==> config.mk <==
export PLATFORM = sky130hd
export DESIGN_NAME = ten_eth_tx_hdr_ins
export DESIGN_NICKNAME = d
export VERILOG_FILES = /design/src/rtl/ten_eth_tx_hdr_ins.sv
export SDC_FILE = /design/constraint.sdc
export NUM_CORES = 1
export LEC_CHECK = 0
export CAP_MARGIN = 10
export CORE_AREA = 2 2 192 194
export CTS_CLUSTER_SIZE = 10
export DETAILED_ROUTE_END_ITERATION = 16
export DIE_AREA = 0 0 194 196
export HOLD_SLACK_MARGIN = 0.12
export SETUP_SLACK_MARGIN = 0.3
export SLEW_MARGIN = 20
export SYNTH_ARGS = -nofsm -noshare
export SYNTH_HDL_FRONTEND = slang
export SYNTH_SLANG_ARGS = --single-unit
export TNS_END_PERCENT = 30
==> constraint.sdc <==
create_clock -name i_clk -period 5.7 [get_ports i_clk]
set_input_delay 1.425 -clock i_clk [delete_from_list [all_inputs] [get_ports i_clk]]
set_output_delay 1.425 -clock i_clk [all_outputs]
set_load 0.02 [all_outputs]
==> src/rtl/ten_eth_tx_hdr_ins.sv <==
// Prepends a 14-byte Ethernet header to a 64-bit payload stream, realigns the payload
// by 6 bytes behind it, and zero-pads short frames up to P_MIN_LEN bytes (FCS excluded).
module ten_eth_tx_hdr_ins #(
  parameter int P_MIN_LEN = 60
) (
  input  logic        i_clk,
  input  logic        i_rst,
  input  logic [47:0] i_dst_mac,
  input  logic [47:0] i_src_mac,
  input  logic [15:0] i_eth_type,
  input  logic [63:0] s_axis_tdata,
  input  logic [7:0]  s_axis_tkeep,
  input  logic        s_axis_tlast,
  input  logic        s_axis_tvalid,
  output logic        s_axis_tready,
  output logic [63:0] m_axis_tdata,
  output logic [7:0]  m_axis_tkeep,
  output logic        m_axis_tlast,
  output logic        m_axis_tvalid,
  input  logic        m_axis_tready,
  output logic        o_busy,
  output logic [31:0] o_frame_cnt,
  output logic [2:0]  o_dbg_state
);

  localparam logic [2:0] S_IDLE    = 3'd0;
  localparam logic [2:0] S_HDR0    = 3'd1;
  localparam logic [2:0] S_HDR1    = 3'd2;
  localparam logic [2:0] S_PAYLOAD = 3'd3;
  localparam logic [2:0] S_FLUSH   = 3'd4;
  localparam logic [2:0] S_PAD     = 3'd5;

  logic [2:0]  state_q, state_d;
  logic [47:0] resid_q, resid_d;
  logic [2:0]  rcnt_q, rcnt_d;
  logic [15:0] byte_cnt_q, byte_cnt_d;
  logic [63:0] m_tdata_q, m_tdata_d;
  logic [7:0]  m_tkeep_q, m_tkeep_d;
  logic        m_tlast_q, m_tlast_d;
  logic        m_tvalid_q, m_tvalid_d;
  logic [31:0] frame_cnt_q, frame_cnt_d;

  // Both streams transfer a beat on a rising edge where valid and ready are both high;
  // a source holds its beat unchanged until that edge, and ready never depends on a
  // future transfer. The output register may take a new beat when it is empty or
  // draining, unless it holds the final beat of a frame (the next frame waits for IDLE).
  logic fin_pend, out_free, can_load;
  assign fin_pend      = m_tvalid_q & m_tlast_q;
  assign out_free      = m_axis_tready | ~m_tvalid_q;
  assign can_load      = out_free & ~fin_pend;
  assign s_axis_tready = ((state_q == S_HDR1) | (state_q == S_PAYLOAD)) & can_load;

  // Byte count of the incoming beat: run of ones from keep bit 0, minimum 1 on tlast.
  logic [3:0] lead_ones, in_cnt;
  always_comb begin
    lead_ones = 4'd0;
    for (int i = 7; i >= 0; i--) lead_ones = s_axis_tkeep[i] ? lead_ones + 4'd1 : 4'd0;
    if (!s_axis_tlast)          in_cnt = 4'd8;
    else if (lead_ones == 4'd0) in_cnt = 4'd1;
    else                        in_cnt = lead_ones;
  end

  // Candidate data beat: beat_bb valid bytes; beat_end marks the last payload byte.
  logic        beat_go, beat_end;
  logic [63:0] beat_raw, beat_data;
  logic [3:0]  beat_bb;
  always_comb begin
    beat_go  = 1'b0;
    beat_end = 1'b0;
    beat_raw = 64'd0;
    beat_bb  = 4'd8;
    case (state_q)
      S_HDR1, S_PAYLOAD: begin
        beat_go  = s_axis_tvalid & s_axis_tready;
        beat_raw = {s_axis_tdata[15:0], resid_q};
        beat_bb  = (in_cnt == 4'd1) ? 4'd7 : 4'd8;
        beat_end = s_axis_tlast & (in_cnt <= 4'd2);
      end
      S_FLUSH: begin
        beat_go  = can_load;
        beat_raw = {16'd0, resid_q};
        beat_bb  = {1'b0, rcnt_q};
        beat_end = 1'b1;
      end
      S_PAD: begin
        beat_go  = can_load;
        beat_bb  = 4'd0;
        beat_end = 1'b1;
      end
      default: ;
    endcase
  end

  // Frame end = max(bytes so far + beat bytes, P_MIN_LEN); final when it lands in this beat.
  logic [16:0] sum17, end_len, rem17, cnt_plus8;
  logic        is_final;
  logic [7:0]  keep_out;
  always_comb begin
    sum17     = {1'b0, byte_cnt_q} + 17'(beat_bb);
    end_len   = (sum17 > 17'(P_MIN_LEN)) ? sum17 : 17'(P_MIN_LEN);
    rem17     = end_len - {1'b0, byte_cnt_q};
    is_final  = beat_end & (rem17 <= 17'd8);
    keep_out  = is_final ? (8'hFF >> (4'd8 - rem17[3:0])) : 8'hFF;
    cnt_plus8 = {1'b0, byte_cnt_q} + 17'd8;
    for (int i = 0; i < 8; i++)
      beat_data[8*i +: 8] = (4'(i) < beat_bb) ? beat_raw[8*i +: 8] : 8'h00;
  end

  always_comb begin
    state_d     = state_q;
    resid_d     = resid_q;
    rcnt_d      = rcnt_q;
    byte_cnt_d  = byte_cnt_q;
    m_tdata_d   = m_tdata_q;
    m_tkeep_d   = m_tkeep_q;
    m_tlast_d   = m_tlast_q;
    m_tvalid_d  = m_tvalid_q;
    frame_cnt_d = frame_cnt_q;

    if (m_tvalid_q & m_axis_tready) m_tvalid_d = 1'b0;

    case (state_q)
      S_IDLE: begin
        if (s_axis_tvalid) begin
          // Header bytes go out MSB first; src[31:0] and EtherType become the
          // "residual" that HDR1 places ahead of the first two payload bytes.
          m_tdata_d  = {i_src_mac[39:32], i_src_mac[47:40],
                        i_dst_mac[7:0], i_dst_mac[15:8], i_dst_mac[23:16],
                        i_dst_mac[31:24], i_dst_mac[39:32], i_dst_mac[47:40]};
          resid_d    = {i_eth_type[7:0], i_eth_type[15:8],
                        i_src_mac[7:0], i_src_mac[15:8], i_src_mac[23:16], i_src_mac[31:24]};
          m_tkeep_d  = 8'hFF;
          m_tlast_d  = 1'b0;
          m_tvalid_d = 1'b1;
          byte_cnt_d = 16'd8;
          state_d    = S_HDR0;
        end
      end
      S_HDR0: if (m_tvalid_q & m_axis_tready) state_d = S_HDR1;
      default: ;
    endcase

    if (beat_go) begin
      m_tdata_d  = beat_data;
      m_tkeep_d  = keep_out;
      m_tlast_d  = is_final;
      m_tvalid_d = 1'b1;
      if (!is_final) byte_cnt_d = cnt_plus8[16] ? 16'hFFFF : cnt_plus8[15:0];
      if ((state_q == S_HDR1) || (state_q == S_PAYLOAD)) begin
        resid_d = s_axis_tdata[63:16];
        rcnt_d  = 3'(in_cnt - 4'd2);
      end
      if (is_final)          state_d = state_q;
      else if (beat_end)     state_d = S_PAD;
      else if (s_axis_tlast) state_d = S_FLUSH;
      else                   state_d = S_PAYLOAD;
    end

    if (fin_pend & m_axis_tready) begin
      state_d     = S_IDLE;
      byte_cnt_d  = 16'd0;
      frame_cnt_d = frame_cnt_q + 32'd1;
    end
  end

  always_ff @(posedge i_clk or negedge i_rst) begin
    if (!i_rst) begin
      state_q     <= S_IDLE;
      resid_q     <= 48'd0;
      rcnt_q      <= 3'd0;
      byte_cnt_q  <= 16'd0;
      m_tdata_q   <= 64'd0;
      m_tkeep_q   <= 8'd0;
      m_tlast_q   <= 1'b0;
      m_tvalid_q  <= 1'b0;
      frame_cnt_q <= 32'd0;
    end else begin
      state_q     <= state_d;
      resid_q     <= resid_d;
      rcnt_q      <= rcnt_d;
      byte_cnt_q  <= byte_cnt_d;
      m_tdata_q   <= m_tdata_d;
      m_tkeep_q   <= m_tkeep_d;
      m_tlast_q   <= m_tlast_d;
      m_tvalid_q  <= m_tvalid_d;
      frame_cnt_q <= frame_cnt_d;
    end
  end

  assign m_axis_tdata  = m_tdata_q;
  assign m_axis_tkeep  = m_tkeep_q;
  assign m_axis_tlast  = m_tlast_q;
  assign m_axis_tvalid = m_tvalid_q;
  assign o_busy        = (state_q != S_IDLE);
  assign o_frame_cnt   = frame_cnt_q;
  assign o_dbg_state   = state_q;

endmodule
Word-level counts from Yosys, hierarchy flattened
Cells that the tools add are included.
{ "totals": {"regBits": 176, "output_inout_bits": 111, "wordCells": 123, "input_bits": 189} }
{ "op_classes": {"shift": 1, "bitwise_logic": 12, "n_eq_ne": 9, "n_reduce_logical": 12, "magnitude_cmp": 11, "n_addsub": 13, "muxes": 56} }
{ "op_table": {"columns": ["operator", "n"], "rows": [
  ["48-bit two-way mux", 4],
  ["64-bit two-way mux", 3],
  ["64-bit case mux with 2 select lines", 1],
  ["16-bit two-way mux", 6],
  ["8-bit two-way mux", 12],
  ["32-bit by 1-bit adder with 32-bit output, second input constant", 1],
  ["4-bit two-way mux", 8],
  ["3-bit two-way mux", 8],
  ["16-bit by 4-bit adder with 17-bit output", 1],
  ["16-bit by 4-bit adder with 17-bit output, second input constant", 1],
  ["17-bit by 6-bit greater-than comparator with 1-bit output, second input constant", 1],
  ["17-bit by 4-bit less-or-equal comparator with 1-bit output, second input constant", 1],
  ["17-bit two-way mux", 1],
  ["17-bit by 16-bit subtractor with 17-bit output", 1],
  ["4-bit by 1-bit adder with 4-bit output, second input constant", 4],
  ["3-bit by 4-bit less-than comparator with 1-bit output, first input constant", 4],
  ["4-bit case mux with 3 select lines", 1],
  ["1-bit AND", 8],
  ["1-bit by 4-bit less-than comparator with 1-bit output, first input constant", 2],
  ["2-bit by 4-bit less-than comparator with 1-bit output, first input constant", 2],
  ["1-bit two-way mux", 8],
  ["4-bit inequality test, second input constant", 2],
  ["8-bit by 4-bit right shift with 8-bit output, first input constant", 1],
  ["3-bit by 2-bit == test with 1-bit output, second input constant", 2],
  ["other kinds (24)", 31]
]} }

Longest topological paths before layout
{ "depth": {"depth_word": 30, "depth_mapped": 31, "depth_no_buf": 27} }

Worst setup path before layout
No wires, ideal clock.
{ "synth_path": {"kind": "input port to flip-flop", "start": "input s_axis_tkeep[0]", "end": "register state_q[1], in the netlist o_dbg_state[1]", "setup_ns": 0.120, "path_buffers": 3, "t_required_ns": 5.580, "path_stages": 28, "path_slack_ns": -1.259, "arrival_time_ns": 6.838, "cell_sequence": "nand2_1 and3_1 a21oi_1 nor2_1 ha_1 fa_1 xnor2_1 or4_1 a211oi_1 a211oi_1 and4b_4 nand3_2 buf_6 o21ai_0 ha_1 clkbuf_1 and3_1 nand3_1 or2_2 nor2_1 nand3_1 a31o_2 a32oi_1 nor4b_4 o2111ai_4 and2_4 buf_6 o211a_1"} }
{ "synth_via": {"elab_chain_cells": 15, "word_cells_on_any_way": 22, "classes_between": "add/sub (2); order compare (3); eq/ne (2); mux (11); bitwise (2); reduce/logical (2)"} }
{ "synth_lines": {"columns": ["element", "line_no", "text"], "rows": [
  ["start, declared", "12", "input logic [7:0] s_axis_tkeep,"],
  ["4-bit two-way mux *", "57", "for (int i = 7; i >= 0; i--) lead_ones = s_axis_tkeep[i] ? lead_ones + 4'd1 : 4'd0;"],
  ["4-bit logical NOT", "59", "else if (lead_ones == 4'd0) in_cnt = 4'd1;"],
  ["4-bit two-way mux *", "59", null],
  ["4-bit two-way mux *", "58", "if (!s_axis_tlast) in_cnt = 4'd8;"],
  ["4-bit by 1-bit == test with 1-bit output", "76", "beat_bb = (in_cnt == 4'd1) ? 4'd7 : 4'd8;"],
  ["4-bit two-way mux", "76", null],
  ["4-bit case mux with 3 select lines", "72", "case (state_q)"],
  ["16-bit by 4-bit adder with 17-bit output", "99", "sum17 = {1'b0, byte_cnt_q} + 17'(beat_bb);"],
  ["17-bit by 6-bit greater-than comparator with 1-bit output", "100", "end_len = (sum17 > 17'(P_MIN_LEN)) ? sum17 : 17'(P_MIN_LEN);"],
  ["17-bit two-way mux", "100", null],
  ["17-bit by 16-bit subtractor with 17-bit output", "101", "rem17 = end_len - {1'b0, byte_cnt_q};"],
  ["17-bit by 4-bit less-or-equal comparator with 1-bit output", "102", "is_final = beat_end & (rem17 <= 17'd8);"],
  ["1-bit AND", "102", null],
  ["3-bit by 2-bit inequality test with 1-bit output (no line)", null, null],
  ["4-bit AND reduction (no line)", null, null],
  ["end signal, assigned", "178", "state_q <= state_d;"],
  ["end, declared", "33", "logic [2:0] state_q, state_d;"]
]} }
Mark *: on every way between the ends. The rest lies on a longest branch, timed or not. The select of a mux whose other input is x is not followed.
A chain may end at the register's enable or synchronous reset.

Worst setup path after layout
{ "layout_path": {"start": "input s_axis_tkeep[0]", "end": "register byte_cnt_q[7]"} }
{ "layout_via": {"elab_chain_cells": 16, "word_cells_on_any_way": 19, "classes_between": "add/sub (2); order compare (3); eq/ne (1); mux (10); bitwise (2); reduce/logical (1)"} }
{ "layout_lines": {"columns": ["element", "line_no", "text"], "rows": [
  ["4-bit two-way mux *", "57", null],
  ["4-bit logical NOT", "59", null],
  ["4-bit two-way mux *", "59", null],
  ["4-bit two-way mux *", "58", null],
  ["4-bit by 1-bit == test with 1-bit output", "76", null],
  ["4-bit two-way mux", "76", null],
  ["4-bit case mux with 3 select lines", "72", null],
  ["16-bit by 4-bit adder with 17-bit output", "99", null],
  ["17-bit by 6-bit greater-than comparator with 1-bit output", "100", null],
  ["17-bit two-way mux", "100", null],
  ["17-bit by 16-bit subtractor with 17-bit output", "101", null],
  ["17-bit by 4-bit less-or-equal comparator with 1-bit output", "102", null],
  ["1-bit AND *", "102", null],
  ["16-bit two-way mux *", "148", "if (!is_final) byte_cnt_d = cnt_plus8[16] ? 16'hFFFF : cnt_plus8[15:0];"],
  ["16-bit two-way mux *", "143", "if (beat_go) begin"],
  ["16-bit two-way mux *", "159", "if (fin_pend & m_axis_tready) begin"],
  ["via byte_cnt_d[7]", "36", "logic [15:0] byte_cnt_q, byte_cnt_d;"],
  ["end signal, assigned", "181", "byte_cnt_q <= byte_cnt_d;"],
  ["end, declared", "36", null]
]} }
The timed path passes the listed nets; every way through them passes the cells marked *.

==> results.md <==
* Run status: complete, but fails checks
* Violations in the final reports: setup timing
* Maximum Capacitance Violations at 0
* CTS max path bufs at 2
* Post-route clock skew at 0.0126 ns
* Syn Nets at 1411
* Area after DPL at 0.0143 sq mm
* Initial drt markers at 644
* Total congestion overflow at 0
* Area overhead of the layout relative to synthesis at 53.1%
* Number of buffers inserted by hold repair at cts at 0
* Synthesized area at 0.00998 sq mm
* Total power per unit cell area at 172 mW/mm^2
* CTS root buffer: sky130_fd_sc_hd__clkbuf_16
* Critical path peak fanout at 8
* Final hold slack at 0.474 ns
* Critical path buffer and inverter count at 3
* Clock sink total at 176
* Slowest library cell on the worst path: sky130_fd_sc_hd__or4_4
* Die Y at 196 um
* Ratio of routed vias to standard cells at 5.09
* Commonest cells after routing, fill and taps aside: sky130_fd_sc_hd__clkdlybuf4s50_1, sky130_fd_sc_hd__nand2_1, sky130_fd_sc_hd__dfrtp_1, sky130_fd_sc_hd__nor2_1, sky130_fd_sc_hd__buf_4
* Final worst slack at -0.887 ns
* Row cnt at 70
* Via count at 10500
* Total area of multi-input combinational cells at 0.00545 sq mm
* Number of flip-flops and latches in the synthesized netlist at 176
* Number of fillers in the final layout at 3593
* Final core utilization at 42.4%
* Storage cell area at 0.00440 sq mm
* Pin count of the biggest net entering global routing at 98
* DRC violations left at 0
* Die boundary width at 194 um
* I/O pin total at 300
* Critical path capture point type: flip-flop
* Global-route wire length before repair at 59.8 mm
* Post-layout instance area at 0.0153 sq mm
* Standard cell core area at 0.0361 sq mm
* Total negative slack for setup checks at -22.80 ns
* Post-DRT Antenna Nets at 0
* Share of flip-flops with an asynchronous set or reset at 100%
* Startpoint type of the worst setup path: input port
* Power consumption at 2.63 mW
* Starting Density at 27.7%
* Critical Setup Path Class: in -> reg
* Clock insertion delay at the later pin of the skew report at 0.45 ns
* Antenna violations before repair at 2
* GPL Wtd Cong at 0.917
* CTS tree: yes
* Register area share after synthesis at 44.1%
* Clock-pin slew on the worst setup and hold paths at 0.08 ns
* Shortest clock period the worst path allows after layout at 6.59 ns
* CP arrival at 6.91 ns
* Largest stage delay on the critical path at 0.53 ns
* Share of layout cells above drive strength 1 at 15.6%
* Worst Tran Pin Value at 0.946 ns
* Number of failing setup endpoints in the final timing report at 28
* F_max at 0.152 GHz
* Worst path required time at 6.02 ns
* Number of synthesized flops with an enable pin at 0
* # nets final at 1801
* Mapped Cells at 1198
* Setup repair after global routing missed its margin: true
* Total count of hold-check failures in the final report at 0
* Combined global-route utilization of all metal layers at 20.0%
* Mean cell area of the mapped netlist at 8.33 sq um
* Number of port buffers at 299
* Avg WL per Cell at 18.5 um
* Yosys synthesis warning count at 0
* Count of cell types in the netlist at 78
* Worst ir drop on vdd at 0.206 mV
* Number of CTS-inserted buffers at 17
* Aggregate routed wire length at 38.4 mm
* Leakage Power at 6.49 nW
* Tightest Hold Check Type: reg -> reg
* Vias in the first global route at 10700
* Total Die Area at 0.0380 sq mm
* Number of slew-limit violations in the final report at 0
* Top delay family on crit path: simple AND/OR/NAND/NOR gates
* Leading cell type in the layout, fill and taps excluded: sky130_fd_sc_hd__clkdlybuf4s50_1
* CTS HTree Levels at 4
* First drt pass iteration count at 4
* Predominant post-synthesis flop cell: sky130_fd_sc_hd__dfrtp_1
* Slew headroom at 36.7%
* Detailed placer's ending HPWL at 28.5 mm
* Period Utilization, post-route at 116%
[Yosys cell counts, types with 4 or more instances]
library cell | number | area share, %
sky130_fd_sc_hd__a211o_1 | 4 | 0.35
sky130_fd_sc_hd__a211oi_1 | 8 | 0.60
sky130_fd_sc_hd__a21o_1 | 10 | 0.75
sky130_fd_sc_hd__a21oi_1 | 91 | 4.6
sky130_fd_sc_hd__a221oi_1 | 12 | 1.1
sky130_fd_sc_hd__a31o_2 | 4 | 0.35
sky130_fd_sc_hd__a31oi_1 | 68 | 4.3
sky130_fd_sc_hd__and2_1 | 5 | 0.31
sky130_fd_sc_hd__and3_1 | 11 | 0.69
sky130_fd_sc_hd__buf_2 | 10 | 0.50
sky130_fd_sc_hd__buf_4 | 4 | 0.30
sky130_fd_sc_hd__clkbuf_1 | 54 | 2.0
sky130_fd_sc_hd__dfrtp_1 | 176 | 44
sky130_fd_sc_hd__ha_1 | 22 | 2.8
sky130_fd_sc_hd__inv_1 | 31 | 1.2
sky130_fd_sc_hd__nand2_1 | 214 | 8.0
sky130_fd_sc_hd__nand2b_1 | 8 | 0.50
sky130_fd_sc_hd__nand3_1 | 33 | 1.7
sky130_fd_sc_hd__nand4_1 | 12 | 0.75
sky130_fd_sc_hd__nor2_1 | 172 | 6.5
sky130_fd_sc_hd__nor2b_1 | 4 | 0.25
sky130_fd_sc_hd__nor3_1 | 27 | 1.4
sky130_fd_sc_hd__nor3b_1 | 4 | 0.30
sky130_fd_sc_hd__nor4_1 | 6 | 0.38
sky130_fd_sc_hd__o211ai_1 | 9 | 0.68
sky130_fd_sc_hd__o21ai_0 | 70 | 3.5
sky130_fd_sc_hd__o31ai_1 | 8 | 0.60
sky130_fd_sc_hd__xnor2_1 | 30 | 2.6
sky130_fd_sc_hd__xor2_1 | 12 | 1.1
[final cells by class]
class | instances | share of cell area, %
Antenna cell | 2 | 0.0327
Inverter | 31 | 0.761
Timing Repair Buffer | 443 | 27.0
Clock buffer | 17 | 2.78
Multi-Input combinational cell | 919 | 35.6
Tap cell | 468 | 3.83
Sequential cell | 176 | 28.8
Clock inverter | 15 | 1.15
[stage by stage]
step	std cells	worst slack, ns
final	2071	-0.887
after global routing	2071	-1.16
after CTS	2066	-0.876
after detailed placement	2020	-1.92
after global placement	2020	-1.77
after floorplan	1198	-1.03
[logic make-up (layout without fill, tap and decap cells)]
group,count (synthesis),count (layout),synth area share (%)
AO/OA/AOI/OAI,329,329,21.3
multiplexers,3,3,0.313
other,0,2,0
AND/OR/NAND/NOR,519,520,22.8
XOR/XNOR,43,43,3.91
adder cells (fa/ha/maj),24,24,3.16
buffers and inverters,104,506,4.34
flip-flops,176,176,44.1
[power breakdown]
group                  switching, mW  leakage [nW]  internal (mW)
sequential     0.0000000000000000206          2.40           1.25
combinational                 0.0504          3.80          0.118
clock                          0.592         0.283          0.625
[timing repair]
action                                  in CTS  in global routing
pin swaps                                   24                 23
endpoints found under the setup margin      28                 28
gates resized for setup                     39                 23
setup buffers                               12                  3
gates cloned                                 2                  0
endpoints found under the hold margin        0                  0
[per-layer routing]
layer  global-route usage, %  vias up  wire length, um
li1                        -     5001                -
met1                    25.0     5112            16400
met2                    32.2      379            17800
met3                    6.46       55             3110
met4                    7.46        0             1030
met5                       0        -                0
[final timing paths]
check / start / cells after the start / slack (ns) / end
max in group asynchronous: i_rst / 2 / 3.71 / o_frame_cnt[17]$_DFFE_PN0P_
hold / removal: o_frame_cnt[31]$_DFFE_PN0P_ / 1 / 0.47 / o_frame_cnt[31]$_DFFE_PN0P_
hold reg to reg: o_frame_cnt[31]$_DFFE_PN0P_ / 1 / 0.47 / o_frame_cnt[31]$_DFFE_PN0P_
setup reg to reg: o_dbg_state[1]$_DFFE_PN0P_ / 27 / -0.56 / byte_cnt_q[7]$_DFF_PN0_
min in group asynchronous: i_rst / 1 / 0.97 / m_axis_tdata[21]$_DFFE_PN0P_
setup / recovery: s_axis_tkeep[0] / 28 / -0.89 / byte_cnt_q[7]$_DFF_PN0_
[sequential cells by signal, indices dropped and copies added, names as in the netlist]
register,flops
m_axis_tdata,64
resid_q,48
o_frame_cnt,32
byte_cnt_q,16
m_axis_tkeep,8
o_dbg_state,3
rcnt_q,3
m_axis_tlast,1
m_axis_tvalid,1
Power figures use the tool's default switching activity.
